--- src/rtl/bp_be_pkg.sv ---
// Shared backend package: sizing helpers for the FE-to-BE queue.
// Entry contents stay opaque here; only pointer geometry is described.
`ifndef BP_BE_PKG_SV
`define BP_BE_PKG_SV

`define BP_BE_FE_QUEUE_PTR_WIDTH(els) ($clog2(els)+1)

package bp_be_pkg;

    // Pointer width carries one extra wrap bit so full and empty differ.
    function automatic int fe_queue_ptr_width(input int els);
        return $clog2(els) + 1;
    endfunction

    function automatic int fe_queue_deq_cnt_width(input int deq_max);
        return $clog2(deq_max + 1);
    endfunction

endpackage

`endif

--- src/rtl/bp_be_fe_queue_mem.sv ---
// FE queue storage: flop array with one write port and one asynchronous read.
module bp_be_fe_queue_mem #(
    parameter int width_p = 64,
    parameter int els_p   = 16,
    localparam int addr_width_lp = $clog2(els_p)
) (
    input  logic                     clk_i,
    input  logic                     w_v_i,
    input  logic [addr_width_lp-1:0] w_addr_i,
    input  logic [width_p-1:0]       w_data_i,
    input  logic [addr_width_lp-1:0] r_addr_i,
    output logic [width_p-1:0]       r_data_o
);

    logic [width_p-1:0] mem_r [els_p];

    // NOTE: storage has no reset; pointers alone decide which slots are valid.
    always_ff @(posedge clk_i) begin
        if (w_v_i) begin
            mem_r[w_addr_i] <= w_data_i;
        end
    end

    assign r_data_o = mem_r[r_addr_i];

endmodule

--- src/rtl/bp_be_fe_queue_rollback.sv ---
// Checkpointing FE-to-BE queue: speculative read pointer, multi-entry retire,
// rollback to the oldest unretired entry, and flush.
module bp_be_fe_queue_rollback
    import bp_be_pkg::*;
#(
    parameter int width_p   = 64,
    parameter int els_p     = 16,
    parameter int deq_max_p = 2,
    localparam int lg_els_lp        = $clog2(els_p),
    localparam int ptr_width_lp     = fe_queue_ptr_width(els_p),
    localparam int deq_cnt_width_lp = fe_queue_deq_cnt_width(deq_max_p)
) (
    input  logic                        clk_i,
    input  logic                        reset_i,

    input  logic [width_p-1:0]          data_i,
    input  logic                        v_i,
    output logic                        ready_o,

    output logic [width_p-1:0]          data_o,
    output logic                        v_o,
    input  logic                        yumi_i,

    input  logic [deq_cnt_width_lp-1:0] deq_cnt_i,
    input  logic                        roll_i,
    input  logic                        clr_i,

    output logic [ptr_width_lp-1:0]     unretired_cnt_o,
    output logic [ptr_width_lp-1:0]     free_cnt_o
);

    logic [ptr_width_lp-1:0] wptr_r, rptr_r, cptr_r;
    logic [ptr_width_lp-1:0] wptr_n, rptr_n, cptr_n;
    logic [ptr_width_lp-1:0] wptr_d, rptr_d, cptr_d;
    logic [ptr_width_lp-1:0] occupancy;
    logic                    full, read_empty, enq, consume;

    // Occupancy counts from the checkpoint: unretired entries still hold slots.
    assign occupancy  = wptr_r - cptr_r;
    assign full       = (occupancy == ptr_width_lp'(els_p));
    assign read_empty = (rptr_r == wptr_r);

    assign ready_o         = ~full;
    assign v_o             = ~read_empty;
    assign unretired_cnt_o = rptr_r - cptr_r;
    assign free_cnt_o      = ptr_width_lp'(els_p) - occupancy;

    assign enq     = v_i & ready_o;
    assign consume = yumi_i & v_o;

    assign wptr_n = wptr_r + ptr_width_lp'(enq);
    assign rptr_n = rptr_r + ptr_width_lp'(consume);
    assign cptr_n = cptr_r + ptr_width_lp'(deq_cnt_i);

    // NOTE: every output gets a default first, so no branch can leave a latch.
    always_comb begin
        wptr_d = wptr_n;
        rptr_d = rptr_n;
        cptr_d = cptr_n;
        if (clr_i) begin
            rptr_d = wptr_n;
            cptr_d = wptr_n;
        end else if (roll_i) begin
            // Retire lands first, then the read pointer rewinds onto it.
            rptr_d = cptr_n;
        end
    end

    // NOTE: state uses non-blocking assignments so all pointers update together.
    always_ff @(posedge clk_i) begin
        if (reset_i) begin
            wptr_r <= '0;
            rptr_r <= '0;
            cptr_r <= '0;
        end else begin
            wptr_r <= wptr_d;
            rptr_r <= rptr_d;
            cptr_r <= cptr_d;
        end
    end

    // A slot written during a clear is discarded by the pointer update anyway.
    bp_be_fe_queue_mem #(
        .width_p (width_p),
        .els_p   (els_p)
    ) mem (
        .clk_i    (clk_i),
        .w_v_i    (enq),
        .w_addr_i (wptr_r[lg_els_lp-1:0]),
        .w_data_i (data_i),
        .r_addr_i (rptr_r[lg_els_lp-1:0]),
        .r_data_o (data_o)
    );

    // Illegal checker behaviour is flagged, never repaired.
    deq_within_unretired: assert property (@(posedge clk_i) disable iff (reset_i)
        !clr_i |-> (ptr_width_lp'(deq_cnt_i) <= unretired_cnt_o));

    deq_within_bandwidth: assert property (@(posedge clk_i) disable iff (reset_i)
        deq_cnt_i <= deq_cnt_width_lp'(deq_max_p));

    yumi_needs_valid: assert property (@(posedge clk_i) disable iff (reset_i)
        !clr_i |-> !(yumi_i && !v_o));

endmodule

--- config.mk ---
export PLATFORM = sky130hd
export DESIGN_NAME = bp_be_fe_queue_rollback
export DESIGN_NICKNAME = d
export VERILOG_FILES = /design/src/rtl/bp_be_pkg.sv /design/src/rtl/bp_be_fe_queue_mem.sv /design/src/rtl/bp_be_fe_queue_rollback.sv
export SDC_FILE = /design/constraint.sdc
export NUM_CORES = 1
export LEC_CHECK = 0
export ABC_AREA = 1
export CAP_MARGIN = 10
export CORE_MARGIN = 3
export CORE_UTILIZATION = 45
export CTS_BUF_LIST = sky130_fd_sc_hd__clkbuf_8
export DETAILED_ROUTE_END_ITERATION = 6
export MAX_ROUTING_LAYER = met4
export SYNTH_ARGS = -nofsm -noshare
export SYNTH_HDL_FRONTEND = slang
export SYNTH_SLANG_ARGS = --single-unit
export TNS_END_PERCENT = 5
--- constraint.sdc ---
create_clock -name clk_i -period 5.9 [get_ports clk_i]
set_input_delay 1.18 -clock clk_i [delete_from_list [all_inputs] [get_ports clk_i]]
set_output_delay 1.18 -clock clk_i [all_outputs]
set_load 0.05 [all_outputs]
# --- Yosys cells after proc, flatten, opt, wreduce, memory -nomap -nowiden ---
# Memory sizes are Yosys's and may differ from the RTL's. A register that Yosys moved wholly into a read port is not among the register bits.
# Cells that the tools add are included.
# W data, S select, Z words.
classes:
  addsub: 6
  multipliers: 0
  div: 0
  order_cmp: 0
  eq_ne: 2
  shifts: 0
  muxes: 6
  bitwise: 4
  n_reduce_logical: 0
ops:
  columns: ["operator", "n"]
  rows:
  - ["$mux W5", 3]
  - ["$add A5 B1 Y5", 2]
  - ["$sub A5 B5 Y5", 2]
  - ["$add A5 B2 Y5", 1]
  - ["$eq A5 B5 Y1", 1]
  - ["$eq A5 B5 Y1 const B", 1]
  - ["$sub A5 B5 Y5 const A", 1]
  - ["$mux W4", 1]
  - ["$and A1 B1 Y1", 2]
  - ["$mux W1", 2]
  - ["$not A1 Y1", 2]
totals:
  register_bits: 15
  latchBits: 0
  mem_bits_rw: 1024
  rom_bits: 0
  inputBits: 72
  word_cells: 22
  mem_count: 1
memory_table:
  columns: ["name", "words", "word_bits", "rd", "rd_ports_with_merged_regs", "wr", "line_no", "text"]
  rows:
  - ["mem.mem_r", 16, 64, 1, 1, 1, "bp_be_fe_queue_mem.sv:15", "logic [width_p-1:0] mem_r [els_p];"]

# --- Longest topological paths before layout ---
logic_depth:
  depth_word: 7
  mapped_depth: 15
  mapped_depth_nobuf: 14

# --- Cells and area by module ---
# Synthesis repeated with hierarchy kept, for this count alone.
hier_totals:
  cells_unflattened: 4313
  area_unflattened_um2: 45229.6
by_module_without_submodules:
  columns: ["mod", "instances", "cells_each", "area_per_inst_um2", "seq_area_each_um2"]
  rows:
  - ["bp_be_fe_queue_mem", 1, 4146, 44004.7, 30749.5]
  - ["bp_be_fe_queue_rollback", 1, 167, 1224.9, 300.3]

# --- Worst setup path before layout ---
# No wires, ideal clock.
synth_path:
  path_type: "register to register"
  start: "reg wptr_r[0]"
  end: "mem mem.mem_r[0][0] (enable)"
  t_arrival_ns: 4.711
  slack_ns: 0.703
  stages_incl_launch_ff: 11
  n_path_buf: 0
  cell_sequence: "dfxtp_1 > inv_1 > ha_1 > fa_1 > ha_1 > inv_1 > nor3_1 > ha_1 > nor2_1 > nand3_1 > nor2_1"
synth_via:
  elab_chain_cells: 6
synth_rtl:
  columns: ["item", "line_no", "text"]
  rows:
  - ["from (decl)", "bp_be_fe_queue_rollback.sv:32", "logic [ptr_width_lp-1:0] wptr_r, rptr_r, cptr_r;"]
  - ["from (signal assigned)", "bp_be_fe_queue_rollback.sv:76", "wptr_r <= wptr_d;"]
  - ["$sub A5 B5 Y5", "bp_be_fe_queue_rollback.sv:39", "assign occupancy = wptr_r - cptr_r;"]
  - ["$eq A5 B5 Y1", "bp_be_fe_queue_rollback.sv:40", "assign full = (occupancy == ptr_width_lp'(els_p));"]
  - ["$not A1 Y1", "bp_be_fe_queue_rollback.sv:43", "assign ready_o = ~full;"]
  - ["$and A1 B1 Y1", "bp_be_fe_queue_rollback.sv:48", "assign enq = v_i & ready_o;"]
  - ["$mux W1", "bp_be_fe_queue_mem.sv:19", "if (w_v_i) begin"]
  - ["$mux W1 (not written as such)", "bp_be_fe_queue_mem.sv:20", "mem_r[w_addr_i] <= w_data_i;"]
  - ["to (decl)", "bp_be_fe_queue_mem.sv:15", null]
# Several ways; a longest one is shown, not always the timed one.

==> results.py <==
metrics = {
    "logic_synthesis": {
        "netlist_area_sq_mm": 0.0421,
        "yosysSeqAreaShare": 0.738,
        "yosys_most_used_dff": "edfxtp_1",
        "syn-instance-count": 3540,
        "avgSynthCellArea_sq_um": 11.9,
        "synth_cell_types": 30,
        "synth_edf_count": 1024,
        "ys_ff_latch": 1039,
        "ys.warnings.count": 0,
        "ys_async_sr_fraction": 0,
        "synthesis.nets": 3631,
    },
    "floorplanning": {
        "start_util": 0.456,
        "die_h_microns": 312,
        "rows": 111,
        "dieArea_sq_mm": 0.0972,
        "ioPinCount": 148,
        "die_w_microns": 312,
        "core_sq_mm": 0.0922,
    },
    "clock_tree": {
        "cts_made_buffers": 166,
        "cts_root_buffer": "clkbuf_8",
        "worst_skew_pair.late_latency_ns": 0.82,
        "clockBufferDepth": 3,
        "cts_resized": 0,
        "cts_max_level": 4,
        "cts_tree": "yes",
        "post_cts_buffers": 0,
        "cts_hold_buf": 0,
        "clk_pin_slew_ns": 0.07,
        "clock-sinks": 1039,
    },
    "final_layout": {
        "finalNonFillerCells": 5073,
        "area_growth_pct": 13.6,
        "nNetsFinal": 3793,
        "n_fill_cell": 8051,
        "final_layout_size_suffix_gt1_frac": 0.0704,
    },
    "power": {
        "p_sw_mw": 5.00,
        "peakVddDrop_mv": 0.298,
        "power.density_mw_per_mm2": 352,
        "combPwrFrac": 0.179,
        "pwr-share-clk": 0.323,
        "share_seq_of_total_power": 0.498,
        "swShare": 0.297,
        "p_leak_nw": 16.6,
        "p_int_mw": 11.8,
        "finalPower_mw": 16.8,
    },
    "drt": {
        "dr.pass1.iters": 7,
        "viasPerCell": 5.25,
        "wl_per_cell_microns": 20.6,
        "drt-total-wl_microns": 105000,
        "drt_iter0_drc": 2288,
        "drc": 1,
        "detail-route-antenna-nets": 0,
        "num_vias": 26700,
    },
    "place": {
        "io_buffers": 147,
        "place.gp.congestion": 0.775,
        "dp_hpwl_microns": 53300,
        "dp.cells": 4777,
    },
    "setup_path": {
        "startpoint": "rptr_r[0]",
        "critical_path_buf_inv_count": 4,
        "worst_path_most_repeated_cell": "nand2_1",
        "end_kind": "output pin",
        "endpoint": "data_o[16]",
        "worstReg2RegEnd": "mem.mem_r[6][26]",
        "cpPeakStageDelay_ns": 0.81,
        "regToRegStartpoint": "wptr_r[0]",
        "r2r_slack_ns": 1.64,
        "required_ns": 4.72,
        "critPathKind": "flop to output pin",
        "worst_ep_arrival_time_ns": 4.22,
        "crit_fanout": 220,
        "ff2ff_path_depth": 10,
        "cp_slowest_cell": "clkdlybuf4s50_1",
        "cp_top_family": "buffers and inverters",
        "critical_path_depth": 9,
        "crit_path_start_kind": "flop",
        "worstPathCellList": "inv_16 -> buf_4 -> o21ai_0 -> nand2_1 -> nand2_1 -> nand2_1 -> clkinv_1 -> nand2_1 -> clkdlybuf4s50_1",
    },
    "min_path": {
        "hold_path_class": "flop to flop",
    },
    "sta": {
        "finalHoldViolCount": 0,
        "finalSetupViolations": 0,
        "slew_headroom": 0.262,
        "setup_total_negative_slack_ns": 0,
        "grt_setup_unrepaired": "false",
        "finalMaxSlewViolations": 0,
        "max_freq_mhz": 185,
        "worst_pin_slew_ns": 1.11,
        "clock_skew_ns": 0.0296,
        "finalCritPeriodShare": 0.916,
        "period_minus_slack_ns": 5.40,
    },
    "grt": {
        "grt_pass1_wl_microns": 159000,
        "grt_use_total": 0.221,
        "grt_max_degree": 221,
        "grt_pass1_vias": 25900,
        "antenna_found_initial": 8,
        "overflow": 0,
    },
    "outcome": {
        "status": "complete, but fails checks",
        "violations": "DRC",
    },
    "run": {
        "max_cap_viol_count": 0,
    },
}
-- logic make-up (layout without fill, tap and decap cells) --
| family | after synthesis | in the layout | share of synthesized area |
|---|---|---|---|
| xor+xnor | 17 | 17 | 0.00354 |
| compound gates | 597 | 597 | 0.0750 |
| other cells | 0 | 7 | 0 |
| buf+inv | 304 | 587 | 0.0327 |
| flops | 1039 | 1039 | 0.738 |
| fa+ha+maj | 19 | 19 | 0.00619 |
| simple gates | 1564 | 1564 | 0.144 |
-- tightest hold or removal path: cells and delay by family (launching register included) --
kind | cells | cell delay (ns)
xor+xnor | 1 | 0.16
simple gates | 1 | 0.03
buf+inv | 1 | 0.06
flops | 1 | 0.35
-- metal layers --
metal  global-route usage  routed length, microns  vias up  share of wire
li1                     -                       -    12700              -
met5                    -                       0        -              0
met3               0.0426                    6020      179          0.058
met4               0.0676                    2480        0          0.024
met1                0.294                   46400    13100           0.44
met2                0.345                   49700      720           0.48
-- cells in the final DEF, fill, tap and decap left out, types with 7 or more instances in the layout --
| master | count |
|---|---|
| xor2_1 | 11 |
| o211ai_1 | 64 |
| o21ai_0 | 439 |
| clkbuf_8 | 168 |
| a21oi_1 | 14 |
| diode_2 | 7 |
| nor2_4 | 17 |
| clkdlybuf4s50_1 | 147 |
| inv_1 | 109 |
| nand2_1 | 416 |
| inv_6 | 7 |
| clkinv_1 | 84 |
| edfxtp_1 | 1024 |
| o21ai_1 | 78 |
| buf_12 | 19 |
| nand3_1 | 150 |
| nor2_1 | 973 |
| dfxtp_1 | 12 |
| buf_4 | 37 |
| ha_1 | 16 |
-- registers in the layout, summed over array words and instances (netlist names) --
signal     flops
cptr_r         5
mem.mem_r   1024
rptr_r         5
wptr_r         5
-- final cells by class --
cell class / count / area, sq um / share of cell area
clock inverter: 121 / 542 / 0.0113
antenna: 7 / 17.5 / 0.000367
tap: 1243 / 1560 / 0.0326
timing repair buffer: 203 / 2130 / 0.0446
sequential: 1039 / 31100 / 0.650
clock buffer: 168 / 2310 / 0.0484
inverter: 95 / 385 / 0.00807
multi-input combinational: 2197 / 9770 / 0.204
-- how the worst min path moves through the flow --
stage | startpoint | endpoint | slack (ns) | cells past startpoint
after floorplan | wptr_r[4] | wptr_r[4] | 0.58 | 3
after global placement | wptr_r[4] | wptr_r[4] | 0.61 | 3
after detailed placement | wptr_r[4] | wptr_r[4] | 0.61 | 3
after CTS | wptr_r[4] | wptr_r[4] | 0.63 | 3
after global routing | wptr_r[4] | wptr_r[4] | 0.69 | 3
final | wptr_r[4] | wptr_r[4] | 0.63 | 3
-- power by group through the flow --
| stage | combinational [mW] | sequential, mW | clock, mW |
|---|---|---|---|
| CTS | 3.05 | 8.37 | 5.57 |
| detailed placement | 3.04 | 8.53 | 0 |
| global placement | 3.03 | 8.52 | 0 |
| finish | 3.01 | 8.37 | 5.43 |
| floorplan | 2.04 | 8.50 | 0 |
| global route | 3.29 | 8.39 | 5.90 |
-- Yosys cell counts (2+ instances only) --
master	instances	area (sq um)
or2_2	2	12.5
clkinv_1	47	176
nor2_1	990	3720
xor2_1	11	96.3
nand4_1	2	12.5
buf_2	80	400
nand3_1	150	751
o21ai_0	439	2200
xnor2_1	6	52.6
clkbuf_1	92	345
o21ai_1	78	390
a21oi_1	14	70.1
buf_1	8	30.0
fa_1	3	60.1
nor3_1	2	10.0
nand2_1	416	1560
ha_1	16	200
buf_6	7	78.8
inv_1	46	173
dfxtp_1	15	300
o211ai_1	64	480
edfxtp_1	1024	30700
buf_4	21	158
-- per-stage QoR --
step                setup slack (ns)  area, sq um  hold slack [ns]  utilization
global route                   0.371        47800            0.694        0.518
CTS                            0.583        47800            0.631        0.518
global placement                1.50        44900            0.608        0.487
finish                         0.498        47800            0.629        0.518
detailed placement              1.50        44900            0.613        0.487
floorplan                      0.703        42100            0.582            -
No activity file was read; power rests on OpenSTA's default activity.
